==> src/rtl/mux_nx1_reg.sv <==
// mux_nx1_reg
// Registered N:1 datapath multiplexer with a per-input valid/ready handshake,
// a one-entry output register with backpressure, and two arbitration modes:
// fixed select by 'sel' (mode=0) or round-robin over valid inputs (mode=1).
//
// Ports
//   clk        clock, all state changes on the rising edge
//   rst        synchronous active-high reset
//   in_data    packed input words, input i at [i*WIDTH +: WIDTH]
//   in_valid   per-input valid
//   in_ready   per-input consume strobe (combinational, one-hot or zero)
//   sel        input index used in fixed-select mode
//   mode       0 = fixed select, 1 = round-robin
//   out_data   registered selected word
//   out_valid  out_data holds a word
//   out_ready  consumer takes out_data this cycle
//   grant_idx  registered index of the input that supplied out_data
module mux_nx1_reg #(
  parameter int WIDTH  = 16,
  parameter int NUM_IN = 4,
  parameter int SEL_W  = 2
) (
  input  logic                    clk,
  input  logic                    rst,
  input  logic [NUM_IN*WIDTH-1:0] in_data,
  input  logic [NUM_IN-1:0]       in_valid,
  output logic [NUM_IN-1:0]       in_ready,
  input  logic [SEL_W-1:0]        sel,
  input  logic                    mode,
  output logic [WIDTH-1:0]        out_data,
  output logic                    out_valid,
  input  logic                    out_ready,
  output logic [SEL_W-1:0]        grant_idx
);

  // Every index representable in SEL_W bits gets a slot; slots past NUM_IN
  // read as "never valid", which makes an out-of-range sel simply not grant.
  localparam int SLOTS = 1 << SEL_W;

  logic [WIDTH-1:0] word_slot [SLOTS];
  logic [SLOTS-1:0] valid_slot;

  genvar gi;
  generate
    for (gi = 0; gi < SLOTS; gi++) begin : g_slot
      if (gi < NUM_IN) begin : g_used
        assign word_slot[gi]  = in_data[gi*WIDTH +: WIDTH];
        assign valid_slot[gi] = in_valid[gi];
      end else begin : g_pad
        assign word_slot[gi]  = '0;
        assign valid_slot[gi] = 1'b0;
      end
    end
  endgenerate

  logic [WIDTH-1:0] out_data_reg,  out_data_next;
  logic             out_valid_reg, out_valid_next;
  logic [SEL_W-1:0] grant_idx_reg, grant_idx_next;
  logic [SEL_W-1:0] rr_ptr_reg,    rr_ptr_next;

  logic             load_en;
  logic             grant;
  logic             cand_found;
  logic [SEL_W-1:0] cand_idx;
  logic [SEL_W:0]   rr_sum;
  logic [SEL_W-1:0] rr_after;

  // The output register can accept a word when empty or being drained now.
  assign load_en = !out_valid_reg || out_ready;

  // Candidate search. In round-robin mode the search starts at rr_ptr and
  // wraps modulo NUM_IN; the first valid index wins.
  always_comb begin
    cand_found = 1'b0;
    cand_idx   = '0;
    rr_sum     = '0;
    if (!mode) begin
      if (valid_slot[sel]) begin
        cand_found = 1'b1;
        cand_idx   = sel;
      end
    end else begin
      for (int k = 0; k < NUM_IN; k++) begin
        rr_sum = {1'b0, rr_ptr_reg} + (SEL_W+1)'(k);
        if (rr_sum >= (SEL_W+1)'(NUM_IN)) begin
          rr_sum = rr_sum - (SEL_W+1)'(NUM_IN);
        end
        if (!cand_found && valid_slot[rr_sum[SEL_W-1:0]]) begin
          cand_found = 1'b1;
          cand_idx   = rr_sum[SEL_W-1:0];
        end
      end
    end
  end

  // No grant is ever issued in a reset cycle.
  assign grant = load_en && cand_found && !rst;

  generate
    for (gi = 0; gi < NUM_IN; gi++) begin : g_ready
      assign in_ready[gi] = grant && (cand_idx == SEL_W'(gi));
    end
  endgenerate

  // Pointer value following the granted index, wrapping at NUM_IN.
  assign rr_after = (cand_idx == SEL_W'(NUM_IN - 1)) ? '0 : cand_idx + SEL_W'(1);

  always_comb begin
    out_data_next  = out_data_reg;
    out_valid_next = out_valid_reg;
    grant_idx_next = grant_idx_reg;
    rr_ptr_next    = rr_ptr_reg;
    if (grant) begin
      out_data_next  = word_slot[cand_idx];
      grant_idx_next = cand_idx;
      out_valid_next = 1'b1;
      if (mode) begin
        rr_ptr_next = rr_after;
      end
    end else if (load_en) begin
      // Drained (or already empty) with nothing to replace it.
      out_valid_next = 1'b0;
    end
  end

  always_ff @(posedge clk) begin
    if (rst) begin
      out_data_reg  <= '0;
      out_valid_reg <= 1'b0;
      grant_idx_reg <= '0;
      rr_ptr_reg    <= '0;
    end else begin
      out_data_reg  <= out_data_next;
      out_valid_reg <= out_valid_next;
      grant_idx_reg <= grant_idx_next;
      rr_ptr_reg    <= rr_ptr_next;
    end
  end

  assign out_data  = out_data_reg;
  assign out_valid = out_valid_reg;
  assign grant_idx = grant_idx_reg;

endmodule

==> config.mk <==
export PLATFORM = sky130hd
export DESIGN_NAME = mux_nx1_reg
export DESIGN_NICKNAME = d
export VERILOG_FILES = /design/src/rtl/mux_nx1_reg.sv
export SDC_FILE = /design/constraint.sdc
export NUM_CORES = 1
export LEC_CHECK = 0
export ABC_CLOCK_PERIOD_IN_PS = 3200
export CAP_MARGIN = 20
export CORE_UTILIZATION = 39
export CTS_BUF_LIST = sky130_fd_sc_hd__clkbuf_8
export CTS_CLUSTER_DIAMETER = 100
export DETAILED_ROUTE_END_ITERATION = 16
export GPL_ROUTABILITY_DRIVEN = 1
export PLACE_DENSITY = 0.88
export SYNTH_ARGS = -nofsm -noshare
export SYNTH_HDL_FRONTEND = slang
export SYNTH_SLANG_ARGS = --single-unit
==> constraint.sdc <==
create_clock -name clk -period 3.2 [get_ports clk]
set_clock_uncertainty 0.1 [all_clocks]
set_input_delay 0.48 -clock clk [delete_from_list [all_inputs] [get_ports clk]]
set_output_delay 0.48 -clock clk [all_outputs]
set_load 0.02 [all_outputs]
==> flow_summary.toml, run 1 <==
[outcome]
status = "finished, final reports clean"

[synthesis]
ys_top_cells_by_area = "dfxtp_1, mux2i_1, a222oi_1, nand2b_1, o221ai_1"
synth_area_leader_cell = "dfxtp_1"
synth-seq-cells = 21
synth_fp_nets = 218
postSynthCellCount = 143
synth.distinct_cells = 34
yosysTopAreaCellShare = 0.297
yosys_warnings = 0
syn-cell-area_sq_um = 1420
synth.avg_cell_area_sq_um = 9.90
yosysSeqAreaShare = 0.297

[sta]
final-setup-viol-count = 0
fin_ws_ns = 0.116
setup_tns_ns = 0
hold_violations = 0
period_share = 0.964
rsz0062_at_grt = "no"
hold_ws_ns = 0.379
report.final.slew_viol_count = 0
tightest_slew_ns = 0.397
slew_headroom = 0.735
period_minus_slack_ns = 3.08
fmax_mhz = 324

[critical_path]
worstPathMaxFanout = 3
r2r-end = "out_data[13]$_SDFFE_PP0P_"
arrival_ns = 2.50
r2r-start = "rr_ptr_reg[0]$_SDFFE_PP0P_"
cp_data_required_time_ns = 2.62
rr_worst_depth = 7
end_kind = "output pin"
startpoint_type = "input port"
regToRegSetupSlack_ns = 1.34
path_class = "input port to output pin"
worstSetupEndpoint = "in_ready[0]"
startpoint = "sel[0]"

[global_route]
grt.total_usage = 0.218
first_global_vias = 1483
antenna_found_initial = 0
grt_first_pass_wirelength_microns = 6830
grt.overflow.total = 0
grt_max_degree = 22

[final_layout]
drive_above_1_share = 0.0861
finish.instance_area_sq_um = 2500
largest_reg_flops = 16
antenna_cells = 0
multi_input_area_sq_um = 903
n_fill_cell = 244
instances_no_fill = 290
register_area_sq_um = 420
fin_util = 0.732
area_delta_synth_final_pct = 76.4
nets = 320

[floorplanning]
core_sq_um = 3420
dieArea_sq_um = 3880
rows = 21
die_y_microns = 62.3
die_width_microns = 62.3
start_util = 0.415
boundaryPins = 97

[detailed_routing]
drcViolationCount = 0
ant_nets = 0
dr.pass1.iters = 4
wl_per_cell_microns = 14.2
vias = 1506
viasPerCell = 5.19
drt_iter0_drc = 63
drt-total-wl_microns = 4120

[placed_design]
postPlaceCellArea_sq_um = 2450
gp_congestion = 0.902
place_inst = 286
io_buffers = 96
dp_hpwl_microns = 3220
place_ws_ns = 0.0405

[clock_network]
path_clk_slew_ns = 0.07
cts_made_buffers = 3
tritoncts = "yes"
cts_sinks = 21
clk_path_buf_depth = 2
cts_root_buffer = "clkbuf_8"
htree_levels = 1
cts_setup_buffers = 0
clk-insertion-delay-late_ns = 0.26

[power]
peakVddDrop_uv = 255
p_per_area_nw_per_um2 = 346
finalPower_mw = 0.864
leakage_nw = 1.12

[worst_hold_path]
hold_depth = 2
hold_path.class = "register to register"

[run]
drv_cap = 0
[area by class of cell]
type | instances | area share
Clock buffer | 3 | 0.0165
Clock inverter | 1 | 0.00150
Tap cell | 46 | 0.0230
Inverter | 7 | 0.0125
Multi-Input combinational cell | 106 | 0.362
Sequential cell | 21 | 0.168
Timing Repair Buffer | 106 | 0.417
[placed cells by master (no fill, tap or decap), types with 3 or more instances in the layout]
cell type,count
nand2b_1,13
clkbuf_8,3
nor2_1,8
dfxtp_1,21
nand3b_1,6
o221ai_1,6
a222oi_1,10
clkdlybuf4s50_1,94
nor2b_1,4
mux2i_1,37
buf_4,10
inv_1,7
[cells in the mapped netlist]
master / instances
clkinv_4: 1
a31oi_1: 1
nor3b_2: 1
buf_6: 1
o311ai_1: 1
o21ai_0: 1
a21oi_1: 1
or2b_1: 1
and3_1: 1
mux2i_1: 37
nand2b_1: 13
o41ai_1: 1
nor2_1: 8
a211oi_1: 1
nand3b_1: 6
o221ai_1: 6
buf_2: 3
o31ai_2: 1
nand3_1: 2
clkbuf_2: 1
a222oi_1: 10
nand2_1: 2
buf_8: 1
ha_1: 1
inv_1: 6
a21oi_2: 1
buf_4: 1
o2111ai_2: 2
dfxtp_1: 21
o211ai_4: 1
o21ai_4: 1
nor2b_1: 4
and2_1: 2
clkbuf_1: 2
[kinds of logic (layout without fill, tap and decap cells)]
family / after synthesis / count (layout) / share of synthesized area
AND/OR/NAND/NOR: 40 / 40 / 0.168
adder cells (fa/ha/maj): 1 / 1 / 0.00883
multiplexers: 37 / 37 / 0.261
flip-flops: 21 / 21 / 0.297
AO/OA/AOI/OAI: 28 / 28 / 0.200
buffers and inverters: 16 / 117 / 0.0654
[worst min path at each step]
stage                               start                    endpoint
2_1_floorplan  rr_ptr_reg[0]$_SDFFE_PP0P_  rr_ptr_reg[0]$_SDFFE_PP0P_
3_3_place_gp    grant_idx[1]$_SDFFE_PP0P_   grant_idx[1]$_SDFFE_PP0P_
3_5_place_dp    grant_idx[1]$_SDFFE_PP0P_   grant_idx[1]$_SDFFE_PP0P_
4_1_cts         grant_idx[1]$_SDFFE_PP0P_   grant_idx[1]$_SDFFE_PP0P_
5_1_grt         grant_idx[1]$_SDFFE_PP0P_   grant_idx[1]$_SDFFE_PP0P_
6_report        grant_idx[1]$_SDFFE_PP0P_   grant_idx[1]$_SDFFE_PP0P_
[what timing repair did]
action | in CTS | in global routing
endpoints found under the setup margin | 0 | 2
hold buffers | 0 | 0
gates resized for setup | 0 | 2
[per-layer routing]
layer  vias to the layer above  global-route usage  part of all wire
met3                         4              0.0809             0.092
li1                        745                   -                 -
met5                         -                   0                 0
met1                       685               0.253              0.42
met2                        72               0.386              0.48
met4                         0              0.0349            0.0085
[power breakdown]
group	switching (mW)	internal, mW
clock network	0.0836	0.0855
registers	0.0171	0.296
logic	0.165	0.217
[worst max-delay path, stage by stage]
cell and delay (ns):
clkdlybuf4s50_1 0.54, mux2i_1 0.23, nor3b_2 0.07, a31oi_1 0.21
nand3_1 0.19, nor2_1 0.15, clkdlybuf4s50_1 0.63
(Power assumes the default switching activity.)
==> inputs of run 2 (changes only) <==
==> constraint.sdc (replaced) <==
create_clock -name clk -period 3.2 [get_ports clk]
set_clock_uncertainty 0.1 [all_clocks]
set_input_delay 0.8 -clock clk [delete_from_list [all_inputs] [get_ports clk]]
set_output_delay 0.8 -clock clk [all_outputs]
set_load 0.02 [all_outputs]
==> run 2 against run 1 <==
Compared with the run above:
- non-clock buffer count rose by 18
- global-route usage increased by 2.2 points
- first-iteration DRC count rose by 60%
==> flow_summary.toml, run 2 (synthesized netlist as in run 1, its figures left out) <==
[sta]
slew_headroom = 0.763
fmax_mhz = 321
hold_violations = 0
period_minus_slack_ns = 3.12
report.final.slew_viol_count = 0
fin_ws_ns = 0.0829
setup_tns_ns = 0
final-setup-viol-count = 0
tightest_slew_ns = 0.356
period_share = 0.974

[power]
switching_share = 0.317
combPwrFrac = 0.456
netSwitchingPower_mw = 0.288
leakage_nw = 1.19
p_int_mw = 0.619
p_per_area_nw_per_um2 = 342
seq_power_share = 0.347
finalPower_mw = 0.906
peakVddDrop_uv = 190
pwr-share-clk = 0.197

[final_layout]
final_common_cell = "clkdlybuf4s50_1"
largest_reg_flops = 16
instances_no_fill = 308
area_delta_synth_final_pct = 87.1
nets = 338
multi_input_area_sq_um = 945
mostFrequentLayoutCells = "clkdlybuf4s50_1, mux2i_1, buf_4"
register_area_sq_um = 420
antenna_cells = 0
n_fill_cell = 238
drive_above_1_share = 0.214

[floorplanning]
rows = 21
core_sq_um = 3420
die_width_microns = 62.3
dieArea_sq_um = 3880
boundaryPins = 97
die_y_microns = 62.3
start_util = 0.415

[global_route]
first_global_vias = 1668
grt_max_degree = 22
grt_first_pass_wirelength_microns = 7550
grt.overflow.total = 0
grt.total_usage = 0.240
antenna_found_initial = 0

[detailed_routing]
dr.pass1.iters = 4
vias = 1599
ant_nets = 0
wl_met1_microns = 1970
highest_layer = "met4"
route.met3.wl_microns = 361
drt_iter0_drc = 101
viasPerCell = 5.19
route.met2.wl_microns = 2380
drt-total-wl_microns = 4740
wl_per_cell_microns = 15.4
drcViolationCount = 0

[placed_design]
place_inst = 294
place_ws_ns = -0.642
gp_congestion = 0.902
dp_hpwl_microns = 3450
io_buffers = 96

[critical_path]
end_kind = "register"
startpoint = "in_valid[1]"
worstPathMaxFanout = 6
cp_data_required_time_ns = 3.28
startpoint_type = "input port"
arrival_ns = 3.20
r2r-start = "rr_ptr_reg[0]$_SDFFE_PP0P_"
path_class = "input port to register"

[clock_network]
cts_made_buffers = 3
clk_path_buf_depth = 2
path_clk_slew_ns = 0.08
cts_hold_buf = 0
htree_levels = 1
tritoncts = "yes"
cts_root_buffer = "clkbuf_8"
clk-insertion-delay-late_ns = 0.26
cts_sinks = 21

[worst_hold_path]
hold_path.class = "register to register"
hp-start = "grant_idx[1]$_SDFFE_PP0P_"

[run]
drv_cap = 0

[outcome]
status = "finished, final reports clean"
[run 2: final cells by class]
cell class,instances,share of cell area
clock inverter,1,0.00189
multi-input combinational,106,0.356
sequential,21,0.159
clock buffer,3,0.0156
tap,46,0.0217
timing repair buffer,124,0.434
inverter,7,0.0118
[run 2: routing by layer]
metal | track usage | vias up
li1 | - | 786
met5 | 0 | -
met4 | 0.0407 | 0
met3 | 0.0625 | 4
met1 | 0.276 | 741
met2 | 0.446 | 68
[run 2: what timing repair did]
item	in CTS	in global routing
resized for setup	25	16
buffers inserted	9	1
setup endpoints to repair	4	10
pin swaps	3	2
[run 2: metrics by stage]
step / utilization / instance area (sq um) / hold slack [ns]
floorplan: - / 1420 / 0.396
global placement: 0.734 / 2510 / 0.365
detailed placement: 0.734 / 2510 / 0.382
CTS: 0.766 / 2620 / 0.400
global route: 0.776 / 2650 / 0.408
finish: 0.776 / 2650 / 0.392
[run 2: worst max-delay path: stages]
cell	delay, ns
clkdlybuf4s15_1	0.31
buf_4	0.17
mux2i_1	0.08
o31ai_2	0.27
nand3_2	0.15
buf_4	0.16
buf_4	0.13
buf_4	0.12
buf_4	0.12
buf_4	0.12
buf_4	0.13
buf_4	0.12
buf_4	0.12
buf_4	0.12
buf_4	0.15
o221ai_1	0.14
[run 2: worst paths after layout]
kind                               endpoint  cells after the start  slack (ns)
setup / recovery  out_data[14]$_SDFFE_PP0P_                     16        0.08
hold / removal    grant_idx[1]$_SDFFE_PP0P_                      2        0.39
setup reg to reg  out_data[14]$_SDFFE_PP0P_                     15        0.54
hold reg to reg   grant_idx[1]$_SDFFE_PP0P_                      2        0.39
[run 2: power by group through the flow]
| stage | Sequential [mW] | Combinational (mW) | Clock [mW] |
|---|---|---|---|
| finish | 0.315 | 0.414 | 0.178 |
| global route | 0.319 | 0.440 | 0.192 |
| CTS | 0.314 | 0.406 | 0.181 |
| detailed placement | 0.320 | 0.395 | 0 |
| global placement | 0.318 | 0.388 | 0 |
| floorplan | 0.360 | 0.148 | 0 |
==> inputs of run 3 (changes only) <==
ABC_CLOCK_PERIOD_IN_PS = not set   (was 3200)
SKIP_CTS_REPAIR_TIMING = 1   (was not set)
==> run 3 against run 2 <==
Compared with the run above:
- sequential power hardly changed
- maximum frequency shrank 0.35%
- hold slack improved by 0.0052 ns
- critical path type is now input port to output pin
- critical endpoint is now in_ready[1]
- largest power group unchanged
==> flow_summary.toml, run 3 (synthesized netlist as in run 1, its figures left out) <==
[final_layout]
final_common_cell = "clkdlybuf4s50_1"
largest_reg_flops = 16
drive_above_1_share = 0.149
fin_util = 0.766
mostFrequentLayoutCells = "clkdlybuf4s50_1, mux2i_1, dfxtp_1"
n_fill_cell = 256
antenna_cells = 0
nets = 331
area_delta_synth_final_pct = 84.7

[power]
switching_share = 0.316
peakVddDrop_uv = 192
combPwrFrac = 0.450
p_per_area_nw_per_um2 = 342
seq_power_share = 0.352
p_int_mw = 0.612
pwr-share-clk = 0.199
leakage_nw = 1.24
netSwitchingPower_mw = 0.282

[clock_network]
tritoncts = "yes"
clk-insertion-delay-late_ns = 0.26
path_clk_slew_ns = 0.08
htree_levels = 1
cts_root_buffer = "clkbuf_8"
cts_sinks = 21
cts_made_buffers = 3
clk_path_buf_depth = 2

[detailed_routing]
drcViolationCount = 0
drt-total-wl_microns = 4650
vias = 1581
viasPerCell = 5.25
dr.pass1.iters = 4
ant_nets = 0
wl_per_cell_microns = 15.4
drt_iter0_drc = 109

[sta]
tightest_slew_ns = 0.368
period_minus_slack_ns = 3.13
hold_violations = 0
fmax_mhz = 320
hold_ws_ns = 0.397
setup_tns_ns = 0
slew_headroom = 0.752
report.final.slew_viol_count = 0
period_share = 0.977
final-setup-viol-count = 0

[global_route]
first_global_vias = 1590
grt.total_usage = 0.229
grt_first_pass_wirelength_microns = 7220
grt_max_degree = 22
antenna_found_initial = 0
grt.overflow.total = 0

[floorplanning]
core_sq_um = 3420
boundaryPins = 97
die_y_microns = 62.3
die_width_microns = 62.3
start_util = 0.415
rows = 21
dieArea_sq_um = 3880

[placed_design]
dp_hpwl_microns = 3450
gp_congestion = 0.902
io_buffers = 96

[critical_path]
startpoint = "sel[0]"
path_cells = "dlymetal6s2s_1, mux2i_1, nor3b_4, a31oi_1, buf_4, nand3_1, nor2_1, dlymetal6s2s_1"
cp_data_required_time_ns = 2.30
r2r-start = "rr_ptr_reg[0]$_SDFFE_PP0P_"
startpoint_type = "input port"
worstPathMaxFanout = 3
crit_slowest_cell = "mux2i_1"
cp_slowest_stage_delay_ns = 0.34
crit_path_frequent_cell = "dlymetal6s2s_1"
path_class = "input port to output pin"
end_kind = "output pin"
arrival_ns = 2.23

[run]
drv_cap = 0

[outcome]
status = "finished, final reports clean"

[worst_hold_path]
hold_path.class = "register to register"
hp-start = "grant_idx[1]$_SDFFE_PP0P_"
## run 3: cell types whose count changed in the layout (fill, tap and decap cells not counted), moves of 2 or more
cell / previous run / this run
nor2b_2: 2 / 0
buf_4: 28 / 20
clkdlybuf4s15_1: 2 / 0
nor2b_1: 2 / 4
buf_2: 2 / 0
dlymetal6s2s_1: 1 / 9
clkbuf_2: 3 / 1
## run 3: worst paths after layout
path                            cells past startpoint                        end  slack, ns
worst max-delay path                                8                in_ready[1]       0.07
worst min-delay path                                2  grant_idx[1]$_SDFFE_PP0P_       0.40
worst max register to register                      8  out_data[13]$_SDFFE_PP0P_       1.20
worst min register to register                      2  grant_idx[1]$_SDFFE_PP0P_       0.40
## run 3: routing by layer
layer	vias to the layer above	track usage	share of wire
met2	70	0.431	0.50
met5	-	0	0
met4	0	0.0291	0.0045
li1	773	-	-
met1	734	0.261	0.41
met3	4	0.0625	0.081
## run 3: worst max-delay path, delay by kind of cell
kind | cells | cell delay, ns
AOI/OAI and AO/OA | 1 | 0.21
buffers and inverters | 3 | 0.53
muxes | 1 | 0.34
and+or+nand+nor | 3 | 0.34
## run 3: final cells by class
class,count,area [sq um],area share
multi-input combinational,106,920,0.352
clock buffer,3,41.3,0.0158
tap,46,57.6,0.0220
timing repair buffer,117,1140,0.436
clock inverter,1,5.00,0.00191
sequential,21,420,0.161
inverter,7,31.3,0.0120
## run 3: power by group through the flow
stage,Combinational [mW],Clock (mW),Sequential (mW)
3_3_place_gp,0.388,0,0.318
4_1_cts,0.397,0.181,0.314
2_1_floorplan,0.148,0,0.360
3_5_place_dp,0.395,0,0.320
6_report,0.402,0.178,0.315
5_1_grt,0.429,0.192,0.319
## run 3: through the flow
stage / std cells / area [sq um] / worst slack, ns / total power [mW]
final: 301 / 2620 / 0.0721 / 0.895
after global routing: 301 / 2620 / -0.0331 / 0.940
after CTS: 298 / 2550 / -0.665 / 0.892
after detailed placement: 294 / 2510 / -0.642 / 0.715
after global placement: 294 / 2510 / -0.565 / 0.706
after floorplan: 143 / 1420 / 0.216 / 0.508
